--- config.mk ---
export PLATFORM = sky130hd
export DESIGN_NAME = note_sequencer
export DESIGN_NICKNAME = d
export VERILOG_FILES = /design/src/rtl/note_sequencer.sv
export SDC_FILE = /design/constraint.sdc
export NUM_CORES = 1
export LEC_CHECK = 0
export ABC_CLOCK_PERIOD_IN_PS = 3100
export BUFFER_PORTS_ARGS = -buffer_cell sky130_fd_sc_hd__clkbuf_2
export CORE_MARGIN = 5
export CORE_UTILIZATION = 43
export CTS_BUF_LIST = sky130_fd_sc_hd__clkbuf_2 sky130_fd_sc_hd__clkbuf_4 sky130_fd_sc_hd__clkbuf_8
export CTS_CLUSTER_SIZE = 24
export DETAILED_ROUTE_END_ITERATION = 12
export PLACE_DENSITY = 0.7
export SLEW_MARGIN = 20
export SYNTH_ARGS = -nofsm -noshare
export SYNTH_HDL_FRONTEND = slang
export SYNTH_SLANG_ARGS = --single-unit
--- constraint.sdc ---
create_clock -name clk -period 3.1 [get_ports clk]
set_input_delay 0.62 -clock clk [delete_from_list [all_inputs] [get_ports clk]]
set_output_delay 0.62 -clock clk [all_outputs]
set_load 0.02 [all_outputs]
--- src/rtl/note_sequencer.sv ---
// -----------------------------------------------------------------------------
// note_sequencer
//
// Walks a song table held in an external synchronous ROM and drives the tone
// generator. Each table entry is {half_period, dur_ms}. For every entry the
// sequencer fetches the word, latches the half-period, holds the tone for
// dur_ms milliseconds and then inserts a silent gap of GAP_MS milliseconds.
// A dur_ms of zero marks the end of the song. The millisecond time base is
// derived locally from ticks_per_milli.
//
// Ports
//   clk              clock
//   rst              asynchronous active-high reset
//   ticks_per_milli  clk cycles per millisecond (0 behaves as 1)
//   start            1-cycle pulse, begin playback at entry 0 (ignored when busy)
//   stop             1-cycle pulse, abort playback (wins over start)
//   loop_en          restart from entry 0 at the end of the song
//   rom_addr         table index; ROM data is expected one cycle later
//   rom_data         {half_period, dur_ms} from the ROM
//   half_period      half-period for the tone generator (held after stop)
//   tone_en          tone generator enable
//   busy             high whenever the sequencer is not idle
//   done             1-cycle pulse at the natural end of a song
//   led              {busy, tone_en, note index zero-extended to 6 bits}
// -----------------------------------------------------------------------------
module note_sequencer #(
   parameter  int SONG_LEN = 16,
   parameter  int PER_W    = 16,
   parameter  int DUR_W    = 10,
   parameter  int GAP_MS   = 1,
   localparam int IDX_W    = $clog2(SONG_LEN)
) (
   input  logic                   clk,
   input  logic                   rst,
   input  logic [15:0]            ticks_per_milli,
   input  logic                   start,
   input  logic                   stop,
   input  logic                   loop_en,
   output logic [IDX_W-1:0]       rom_addr,
   input  logic [PER_W+DUR_W-1:0] rom_data,
   output logic [PER_W-1:0]       half_period,
   output logic                   tone_en,
   output logic                   busy,
   output logic                   done,
   output logic [7:0]             led
);

   // Gap counter only needs to reach GAP_MS-1.
   localparam int GAP_W = (GAP_MS > 1) ? $clog2(GAP_MS) : 1;
   localparam bit HAS_GAP = (GAP_MS > 0);

   localparam logic [IDX_W-1:0] IDX_LAST = IDX_W'(SONG_LEN - 1);
   localparam logic [IDX_W-1:0] IDX_ONE  = IDX_W'(1);
   localparam logic [DUR_W-1:0] DUR_ONE  = DUR_W'(1);
   localparam logic [GAP_W-1:0] GAP_ONE  = GAP_W'(1);
   localparam logic [GAP_W-1:0] GAP_LAST = GAP_W'((GAP_MS > 0) ? (GAP_MS - 1) : 0);

   typedef enum logic [2:0] {
      ST_IDLE,
      ST_FETCH,
      ST_LOAD,
      ST_PLAY,
      ST_GAP,
      ST_ADV,
      ST_END
   } state_t;

   state_t             state_reg;
   logic [IDX_W-1:0]   idx_reg;
   logic [15:0]        presc_reg;
   logic [DUR_W-1:0]   dur_cnt_reg;
   logic [GAP_W-1:0]   gap_cnt_reg;
   logic [PER_W-1:0]   half_period_reg;
   logic               tone_en_reg;
   logic               busy_reg;
   logic               done_reg;

   logic [15:0]        presc_last;
   logic               timing_active;
   logic               ms_tick;
   logic [PER_W-1:0]   rom_period;
   logic [DUR_W-1:0]   rom_dur;
   logic [5:0]         led_idx;

   // ticks_per_milli of 0 is treated as 1, so the last count is 0 in both cases.
   assign presc_last = (ticks_per_milli == 16'd0) ? 16'd0 : (ticks_per_milli - 16'd1);

   assign timing_active = (state_reg == ST_PLAY) || (state_reg == ST_GAP);

   // A ">=" compare rather than "==" so that lowering ticks_per_milli below
   // the current count mid-note fires the tick at once instead of waiting for
   // the 16-bit counter to wrap around.
   assign ms_tick = timing_active && (presc_reg >= presc_last);

   assign rom_period = rom_data[PER_W+DUR_W-1:DUR_W];
   assign rom_dur    = rom_data[DUR_W-1:0];

   always_ff @(posedge clk or posedge rst) begin
      if (rst) begin
         state_reg       <= ST_IDLE;
         idx_reg         <= '0;
         presc_reg       <= '0;
         dur_cnt_reg     <= '0;
         gap_cnt_reg     <= '0;
         half_period_reg <= '0;
         tone_en_reg     <= 1'b0;
         busy_reg        <= 1'b0;
         done_reg        <= 1'b0;
      end else begin
         done_reg <= 1'b0;

         // Millisecond prescaler; wrapping on the tick also clears it on
         // the PLAY->GAP transition.
         if (timing_active) begin
            presc_reg <= ms_tick ? 16'd0 : (presc_reg + 16'd1);
         end

         if (stop) begin
            // Abort from anywhere; half_period and idx are left as they are.
            state_reg   <= ST_IDLE;
            tone_en_reg <= 1'b0;
            busy_reg    <= 1'b0;
            presc_reg   <= '0;
         end else begin
            case (state_reg)
               ST_IDLE: begin
                  if (start) begin
                     idx_reg   <= '0;
                     busy_reg  <= 1'b1;
                     state_reg <= ST_FETCH;
                  end
               end

               // rom_addr follows idx_reg, so the ROM word appears in LOAD.
               ST_FETCH: begin
                  state_reg <= ST_LOAD;
               end

               ST_LOAD: begin
                  if (rom_dur == '0) begin
                     state_reg <= ST_END;
                  end else begin
                     half_period_reg <= rom_period;
                     tone_en_reg     <= (rom_period != '0);
                     dur_cnt_reg     <= rom_dur;
                     presc_reg       <= '0;
                     state_reg       <= ST_PLAY;
                  end
               end

               ST_PLAY: begin
                  if (ms_tick) begin
                     dur_cnt_reg <= dur_cnt_reg - DUR_ONE;
                     if (dur_cnt_reg == DUR_ONE) begin
                        tone_en_reg <= 1'b0;
                        if (HAS_GAP) begin
                           gap_cnt_reg <= '0;
                           state_reg   <= ST_GAP;
                        end else begin
                           state_reg <= ST_ADV;
                        end
                     end
                  end
               end

               ST_GAP: begin
                  if (ms_tick) begin
                     if (gap_cnt_reg == GAP_LAST) begin
                        state_reg <= ST_ADV;
                     end else begin
                        gap_cnt_reg <= gap_cnt_reg + GAP_ONE;
                     end
                  end
               end

               ST_ADV: begin
                  if (idx_reg == IDX_LAST) begin
                     state_reg <= ST_END;
                  end else begin
                     idx_reg   <= idx_reg + IDX_ONE;
                     state_reg <= ST_FETCH;
                  end
               end

               // Looping needs idx!=0 so an empty song cannot spin forever.
               ST_END: begin
                  if (loop_en && (idx_reg != '0)) begin
                     idx_reg   <= '0;
                     state_reg <= ST_FETCH;
                  end else begin
                     done_reg    <= 1'b1;
                     tone_en_reg <= 1'b0;
                     busy_reg    <= 1'b0;
                     state_reg   <= ST_IDLE;
                  end
               end

               default: begin
                  tone_en_reg <= 1'b0;
                  busy_reg    <= 1'b0;
                  state_reg   <= ST_IDLE;
               end
            endcase
         end
      end
   end

   // Note index on the LEDs, zero-extended (or truncated) to 6 bits.
   for (genvar gi = 0; gi < 6; gi++) begin : g_led_idx
      if (gi < IDX_W) begin : g_bit
         assign led_idx[gi] = idx_reg[gi];
      end else begin : g_zero
         assign led_idx[gi] = 1'b0;
      end
   end

   assign rom_addr    = idx_reg;
   assign half_period = half_period_reg;
   assign tone_en     = tone_en_reg;
   assign busy        = busy_reg;
   assign done        = done_reg;
   assign led         = {busy_reg, tone_en_reg, led_idx};

endmodule

==> results of run 1 <==
==> synth_stat cells, drive strengths merged (12+ instances only) <==
| cell type | count | share of area |
|---|---|---|
| o21ai | 13 | 0.018 |
| xor2 | 13 | 0.032 |
| clkbuf | 13 | 0.014 |
| nand3 | 12 | 0.017 |
| xnor2 | 14 | 0.035 |
| nor2 | 52 | 0.055 |
| nor3 | 16 | 0.023 |
| dfrtp | 52 | 0.37 |
| inv | 16 | 0.017 |
| ha | 23 | 0.082 |
| nand2 | 85 | 0.090 |
| a21oi | 22 | 0.031 |
==> per-layer routing <==
| layer | vias up | wire length [um] | share of wire | GRT usage |
|---|---|---|---|---|
| li1 | 1703 | - | - | - |
| met1 | 1605 | 3980 | 0.45 | 0.231 |
| met2 | 87 | 4300 | 0.49 | 0.299 |
| met3 | 11 | 447 | 0.051 | 0.0311 |
| met4 | 0 | 119 | 0.013 | 0.0477 |
| met5 | - | 0 | 0 | 0 |
==> worst paths after layout <==
| check | start | endpoint | slack (ns) | cells after the start |
|---|---|---|---|---|
| worst min-delay path | rst | half_period[10] | 0.31 | 2 |
| min in group clk | half_period[5] | half_period[5] | 0.49 | 2 |
| max in group asynchronous | rst | dur_cnt_reg[4] | 2.02 | 3 |
| worst min register to register | half_period[5] | half_period[5] | 0.49 | 2 |
| worst max register to register | presc_reg[13] | dur_cnt_reg[3] | 0.76 | 9 |
| worst max-delay path | ticks_per_milli[9] | dur_cnt_reg[4] | -0.92 | 14 |
==> logic make-up after synthesis <==
| kind of cell | after synthesis | share of synthesized area |
|---|---|---|
| flops | 52 | 0.369 |
| compound gates | 72 | 0.136 |
| simple gates | 210 | 0.275 |
| mux | 6 | 0.0174 |
| buf+inv | 40 | 0.0532 |
| fa+ha+maj | 23 | 0.0815 |
| xor+xnor | 27 | 0.0670 |
| other cells | 1 | 0.00106 |
==> per-stage QoR <==
stage,hold slack (ns),util
CTS,0.323,0.555
global route,0.364,0.570
detailed placement,0.464,0.528
finish,0.312,0.570
floorplan,0.480,-
global placement,0.459,0.528
==> final cells by class <==
type	count	area [um^2]
clock buffers	7	96.3
fillers	731	3480
inverters	17	63.8
repair buffers	120	738
well taps	105	131
clock inverters	1	30.0
multi-input cells	340	2250
flip-flops and latches	52	1300
==> power by group <==
part | total [mW] | switching, mW | internal (mW)
logic | 1.17 | 0.691 | 0.478
clock network | 0.502 | 0.217 | 0.285
registers | 1.09 | 0.217 | 0.872
==> timing repair <==
item | in CTS | in global routing
hold buffers | 0 | 0
pin swaps | 11 | 7
resized for setup | 15 | 26
setup buffers | 5 | 2
endpoints found under the setup margin | 30 | 30
hold endpoints to repair | 0 | 0
cloned | 1 | 0
==> impl_metrics.csv, run 1 <==
group,metric,value,unit
logic_synthesis,syn_inst,431,
status,status,"complete, but fails checks",
sta,setup_ws,-0.916,ns
clocking,cts_buffers,5,
status,violations,"negative setup slack",
sta,setup_tns,-25.43,ns
sta,worst_slew_pin_slew,0.918,ns
clocking,clock_sinks,52,
logic_synthesis,syn-cell-area,3530,um^2
logic_synthesis,synthArstFlopShare,1.00,
place,dp_hpwl,6750,um
floorplan,fp-row-count,33,
power_and_ir_drop,leakagePower,2.19,nW
floorplan,fp.dieH,101,um
place,dp_slack,-1.29,ns
setup_path,max_stage_delay,0.52,ns
clocking,clockBufferDepth,2,
final_layout,mostFrequentLayoutCells,"nand2_1, clkbuf_2, dfrtp_1",
power_and_ir_drop,power_density,599,nW/um^2
setup_path,path_cells,"buf_6 > or4_4 > or3_4 > or4_4 > or3_4 > and2_4 > ha_4 > nand2b_4 > a2111o_1 > a32oi_2 > buf_4 > nand3_4 > nor3b_4 > a311oi_1",
setup_path,startpoint_type,"input port",
sta,rsz0062_at_grt,"true",
logic_synthesis,ys_seq_area_frac,0.369,
final_layout,final_layout_size_suffix_gt1_frac,0.333,
routing,ant_nets,0,
logic_synthesis,synth-edff-count,0,
job,cap_violations,0,
setup_path,crit_path_end_kind,"register",
floorplan,core-area,8090,um^2
logic_synthesis,yosys_warnings,0,
logic_synthesis,ys_ff_latch,52,
routing,vias,3406,
hold_path,hold_class,"in -> async",
clocking,root_buffer,"clkbuf_8",
sta,finalCritPeriodShare,1.30,
sta,maxClockFrequency,249,MHz
routing,viasPerCell,5.31,
place,placed_area,4270,um^2
sta,worst_slew_margin_rel,0.386,
global_route,grt_first_pass_wirelength,14800,um
sta,report.final.slew_viol_count,0,
global_route,grt_max_degree,30,
routing,first_iter_violations,171,
logic_synthesis,synth_area_per_cell,8.19,um^2
sta,period_needed,4.02,ns
routing,drcViolationCount,0,
final_layout,diodes,0,
final_layout,final_nets,606,
power_and_ir_drop,p_total,2.76,mW
logic_synthesis,netlist-cell-type-count,59,
place,portBuffers,75,
setup_path,arrival,4.23,ns
floorplan,fp.dieArea,10100,um^2
clocking,cts_tree,"yes",
final_layout,fin_area,4610,um^2
sta,finClkSkew,0.00879,ns
setup_path,required,3.31,ns
routing,wirelength,8850,um
global_route,track_usage,0.176,
routing,dr.pass1.iters,4,
final_layout,syn_to_final_growth,30.5,%
place,placed_cells,627,
global_route,grt_pass1_vias,3344,
setup_path,crit_slowest_cell,"or4_4",
sta,setup_viol,30,
power_and_ir_drop,vdd_drop_max,0.000536,V
setup_path,critical-path-top-delay-family,"simple AND/OR/NAND/NOR gates",
clocking,worstSkewPairLatency,0.31,ns
clocking,htreeDepth,2,
floorplan,initial_core_util,0.436,
routing,wl_per_cell,13.8,um
sta,final-hold-violation-count,0,
logic_synthesis,synthFlopType,"dfrtp_1",
final_layout,fin_cells,642,
global_route,grt_overflow,0,
setup_path,crit_type,"in -> reg",
setup_path,path_buf_inv,2,
global_route,antenna_found_initial,0,
floorplan,die_width,101,um
final_layout,final_common_cell,"nand2_1",
clocking,path_clk_slew,0.09,ns
place,gp_congestion,0.913,
floorplan,io_pins,78,
setup_path,cp_max_fo,6,
Note: power is estimated with default switching activity, not from simulation.
==> run 2: changes to the inputs <==
- ABC_CLOCK_PERIOD_IN_PS: 3100 -> 4200
- clock period: 3.1 -> 4.2 ns (I/O delays scaled with it)
==> run 2 against run 1 <==
The run still ends with negative setup slack left. Power fell by 29%. Count of clock-buffer cells in the layout fell by 1. Register-to-register slack improved by 0.76 ns. Clock power fell by 31%. Global-route usage rose by 0.087 points. Via count fell by 2.9%. Routed wire length rose by 1.6%. Critical endpoint is now presc_reg[6].
==> impl_metrics.csv, run 2 (synthesis results as in run 1) <==
group,metric,value,unit
routing,wl_per_cell,14.4,um
clocking,root_buffer,"clkbuf_8",
setup_path,cp_max_fo,8,
place,gp_congestion,0.841,
clocking,worstSkewPairLatency,0.31,ns
power_and_ir_drop,power_density,442,nW/um^2
hold_path,min_from,"half_period[5]",
sta,finalCritPeriodShare,1.02,
status,violations,"negative setup slack",
hold_path,holdPathStages,2,
final_layout,final_common_cell,"nand2_1",
setup_path,path_buf_inv,2,
routing,vias,3308,
floorplan,fp-row-count,33,
sta,setup_viol,16,
final_layout,final_nets,587,
sta,final-hold-violation-count,0,
sta,worst_slew_pin_slew,0.922,ns
floorplan,io_pins,78,
routing,dr.pass1.iters,4,
final_layout,fin_util,0.546,
sta,setup_ws,-0.0889,ns
clocking,htreeDepth,2,
setup_path,critical-path-top-delay-family,"simple AND/OR/NAND/NOR gates",
clocking,cts_buffers,5,
place,placed_cells,607,
sta,maxClockFrequency,233,MHz
routing,ant_nets,0,
final_layout,syn_to_final_growth,25.2,%
global_route,track_usage,0.177,
clocking,cts_tree,"yes",
routing,wirelength,8990,um
sta,rsz0062_at_grt,"true",
sta,report.final.slew_viol_count,0,
job,cap_violations,0,
routing,first_iter_violations,112,
global_route,antenna_found_initial,0,
power_and_ir_drop,p_total,1.95,mW
hold_path,hold_class,"reg -> reg",
floorplan,initial_core_util,0.436,
power_and_ir_drop,leakagePower,2.08,nW
hold_path,holdPathEnd,"half_period[5]",
setup_path,rr_worst_depth,7,
sta,period_needed,4.29,ns
setup_path,startpoint_type,"input port",
place,portBuffers,75,
status,status,"complete, but fails checks",
floorplan,die_width,101,um
global_route,grt_max_degree,53,
floorplan,fp.dieH,101,um
final_layout,diodes,0,
setup_path,reg2reg_to,"dur_cnt_reg[4]",
global_route,grt_overflow,0,
sta,worst_slew_margin_rel,0.383,
global_route,grt_first_pass_wirelength,15000,um
setup_path,rrSetupSlack,1.52,ns
routing,viasPerCell,5.31,
routing,drcViolationCount,0,
final_layout,fin_area,4420,um^2
setup_path,arrival,4.53,ns
floorplan,fp.dieArea,10100,um^2
final_layout,final_layout_size_suffix_gt1_frac,0.290,
clocking,path_clk_slew,0.09,ns
sta,finClkSkew,0.00465,ns
setup_path,rr_startpoint,"state_reg[0]",
setup_path,crit_type,"in -> reg",
setup_path,max_stage_delay,0.52,ns
final_layout,fin_cells,623,
clocking,clockBufferDepth,2,
floorplan,core-area,8090,um^2
setup_path,path_cells,"buf_6 > or4_4 > or3_4 > or4_4 > or3_4 > and2_4 > ha_4 > nand2b_4 > a2111o_1 > a32oi_2 > nand2_1 > a221o_1 > buf_6 > nor2_4",
final_layout,mostFrequentLayoutCells,"nand2_1, clkbuf_2, dfrtp_1",
clocking,clock_sinks,52,
global_route,grt_pass1_vias,3329,
setup_path,crit_path_end_kind,"register",
setup_path,required,4.44,ns
place,dp_slack,-0.448,ns
place,placed_area,4120,um^2
place,dp_hpwl,6590,um
power_and_ir_drop,vdd_drop_max,0.000344,V
setup_path,crit_slowest_cell,"or4_4",
sta,setup_tns,-1.12,ns
sta,whs,0.488,ns
## run 2: cell type report
cell class,instances,area (um^2)
fill,779,3670
clock buffer,6,76.3
clock inverter,2,35.0
timing repair buffer,101,584
multi-input combinational,340,2230
sequential,52,1300
inverter,17,65.1
tap,105,131
## run 2: worst max-delay path by stage
stage                        from       endpoint  slack, ns  cells after the start
2_1_floorplan  ticks_per_milli[9]   presc_reg[5]      -0.28                     13
3_3_place_gp   ticks_per_milli[9]   presc_reg[1]      -0.36                     14
3_5_place_dp   ticks_per_milli[9]  presc_reg[14]      -0.45                     14
4_1_cts        ticks_per_milli[9]   presc_reg[4]      -0.05                     14
5_1_grt        ticks_per_milli[9]   presc_reg[1]      -0.20                     14
6_report       ticks_per_milli[9]   presc_reg[6]      -0.09                     14
## run 2: repair_timing
| item | CTS | global route |
|---|---|---|
| gates cloned | 1 | 0 |
| pin swaps | 4 | 4 |
| hold buffers | 0 | 0 |
| endpoints found under the setup margin | 26 | 28 |
| resized for setup | 8 | 24 |
| buffers inserted | 4 | 3 |
## run 2: worst reg2reg max path, cell delays in order (launching register included)
cell	delay, ns
dfrtp_1	0.56
buf_4	0.27
clkinv_1	0.18
nand2_1	0.14
nor3_1	0.35
nand2_1	0.57
o22ai_1	0.42
a311oi_2	0.06
## run 2: power by group
| group | switching, mW | internal (mW) |
|---|---|---|
| sequential | 0.154 | 0.643 |
| combinational | 0.492 | 0.320 |
| clock | 0.163 | 0.183 |
| total | 0.808 | 1.15 |
## run 2: per-layer routing
metal	wire length, um	track usage
met1	4000	0.226
met2	4260	0.294
met3	557	0.0408
met4	174	0.0611
met5	0	0
==> run 3: changes to the inputs <==
- RECOVER_POWER: unset -> 100
==> run 3 against run 2 <==
The run ends with max-capacitance violations, max-slew violations, negative setup slack left. Combinational power fell by 2.7%. Power fell by 1.1%. Fmax barely moved. Sequential share of layout area rose by 0.24 points. First-iteration DRC count rose by 14%. Critical path depth did not move. Clock power barely moved. Hold slack got worse by 0.0025 ns. Sequential cell count did not move. Clock skew barely moved. Die area did not move. Register-to-register slack barely moved. Critical path type unchanged. Highest routed layer unchanged.
==> impl_metrics.csv, run 3 (synthesis results as in run 1) <==
group,metric,value,unit
sta,finClkSkew,0.00497,ns
place,dp_hpwl,6590,um
routing,maxUsedRoutingLayer,"met4",
clocking,worstSkewPairLatency,0.31,ns
sta,worst_slew_margin_rel,-0.542,
routing,viasPerCell,5.30,
power_and_ir_drop,leakagePower,1.98,nW
place,placed_cells,607,
sta,rsz0062_at_grt,"true",
final_layout,final_nets,587,
sta,finalCritPeriodShare,1.02,
floorplan,initial_core_util,0.436,
floorplan,fp-row-count,33,
final_layout,diodes,0,
place,gp_congestion,0.841,
setup_path,crit_type,"in -> reg",
clocking,clock_sinks,52,
final_layout,final_layout_size_suffix_gt1_frac,0.234,
setup_path,required,4.45,ns
job,cap_violations,1,
setup_path,max_stage_delay,0.52,ns
routing,dr_wl_met2,4310,um
clocking,path_clk_slew,0.09,ns
power_and_ir_drop,power_density,441,nW/um^2
floorplan,core-area,8090,um^2
sta,worst_slew_pin_slew,2.30,ns
floorplan,fp.dieH,101,um
final_layout,fin_cells,623,
sta,maxClockFrequency,233,MHz
final_layout,mostFrequentLayoutCells,"nand2_1, dfrtp_1, clkbuf_2",
global_route,antenna_found_initial,0,
global_route,grt_first_pass_wirelength,15000,um
setup_path,cp_max_fo,8,
power_and_ir_drop,vdd_drop_max,0.000327,V
routing,dr.pass1.iters,4,
floorplan,fp.dieArea,10100,um^2
floorplan,io_pins,78,
setup_path,crit_slowest_cell,"or4_4",
setup_path,startpoint_type,"input port",
clocking,htreeDepth,2,
final_layout,final_common_cell,"nand2_1",
final_layout,syn_to_final_growth,24.2,%
clocking,root_buffer,"clkbuf_8",
global_route,grt_pass1_vias,3329,
routing,ant_nets,0,
clocking,cts_buffers,5,
hold_path,hold_class,"reg -> reg",
final_layout,fillers,790,
sta,report.final.slew_viol_count,53,
clocking,cts_tree,"yes",
routing,first_iter_violations,128,
routing,vias,3303,
place,portBuffers,75,
final_layout,fin_area,4390,um^2
status,status,"complete, but fails checks",
global_route,grt_overflow,0,
sta,setup_viol,16,
routing,wl_per_cell,14.4,um
routing,routedLengthMet1,4000,um
routing,wirelength,8970,um
routing,drcViolationCount,0,
routing,routed-wl-met3,522,um
status,violations,"max-capacitance violations, max-slew violations, negative setup slack",
sta,setup_ws,-0.0887,ns
setup_path,crit_path_end_kind,"register",
setup_path,path_cells,"buf_6 > or4_4 > or3_4 > or4_4 > or3_4 > and2_4 > ha_4 > nand2b_4 > a2111o_1 > a32oi_2 > nand2_1 > a221o_1 > buf_6 > nor2_4",
global_route,grt_max_degree,53,
setup_path,arrival,4.53,ns
clocking,clockBufferDepth,2,
global_route,track_usage,0.177,
place,placed_area,4120,um^2
sta,period_needed,4.29,ns
floorplan,die_width,101,um
sta,final-hold-violation-count,0,
-- run 3: cell count changes in the layout (fill, tap and decap cells not counted) --
cell	previous run	this run
clkbuf_1	0	29
clkinvlp_2	0	1
clkbuf_2	74	45
clkinv_2	2	1
-- run 3: timing repair --
| action | in CTS | in global routing |
|---|---|---|
| gates cloned | 1 | 0 |
| buffers inserted | 4 | 3 |
| gates resized for setup | 8 | 24 |
| hold buffers | 0 | 0 |
| pin swaps | 4 | 4 |
| setup endpoints to repair | 26 | 28 |
-- run 3: report_power, final --
part           total (mW)  switching, mW  internal (mW)  leakage [nW]
logic               0.789          0.491          0.297          1.25
registers           0.798          0.154          0.643         0.674
clock network       0.347          0.164          0.183        0.0586
total                1.93          0.809           1.12          1.98
-- run 3: area by class of cell --
cell class | count | area (um^2) | share of cell area
multi-input combinational | 340 | 2230 | 0.508
timing repair buffer | 101 | 548 | 0.125
clock buffer | 6 | 76.3 | 0.0174
tap | 105 | 131 | 0.0300
inverter | 17 | 65.1 | 0.0148
clock inverter | 2 | 35.0 | 0.00799
sequential | 52 | 1300 | 0.297
-- run 3: metal layers --
layer	global-route usage	vias to the layer above
met5	0	-
met4	0.0611	0
met3	0.0408	13
met2	0.294	97
met1	0.226	1527
li1	-	1666
-- run 3: worst paths after layout --
check | end | slack (ns) | cells past startpoint | start
min in group asynchronous | rom_addr[1] | 1.13 | 2 | rst
setup reg to reg | dur_cnt_reg[4] | 1.53 | 7 | state_reg[0]
hold / removal | half_period[5] | 0.49 | 2 | half_period[5]
setup / recovery | presc_reg[6] | -0.09 | 14 | ticks_per_milli[9]
hold reg to reg | half_period[5] | 0.49 | 2 | half_period[5]
max in group asynchronous | presc_reg[4] | 2.04 | 2 | rst
-- run 3: metrics by stage --
stage / power [mW] / util / hold slack (ns) / setup TNS, ns / setup WS (ns)
6_report: 1.93 / 0.542 / 0.486 / -1.14 / -0.0887
5_1_grt: 2.08 / 0.542 / 0.505 / -3.93 / -0.197
4_1_cts: 1.94 / 0.530 / 0.490 / -0.619 / -0.0500
3_5_place_dp: 1.58 / 0.509 / 0.463 / -11.98 / -0.448
3_3_place_gp: 1.56 / 0.509 / 0.459 / -9.80 / -0.361
2_1_floorplan: 1.34 / - / 0.480 / -4.70 / -0.284
-- run 3: critical path, delay by kind of cell --
family	cells	cell delay [ns]
AO/OA/AOI/OAI	3	1.03
buffers and inverters	2	0.27
AND/OR/NAND/NOR	8	2.18
adder cells (fa/ha/maj)	1	0.20
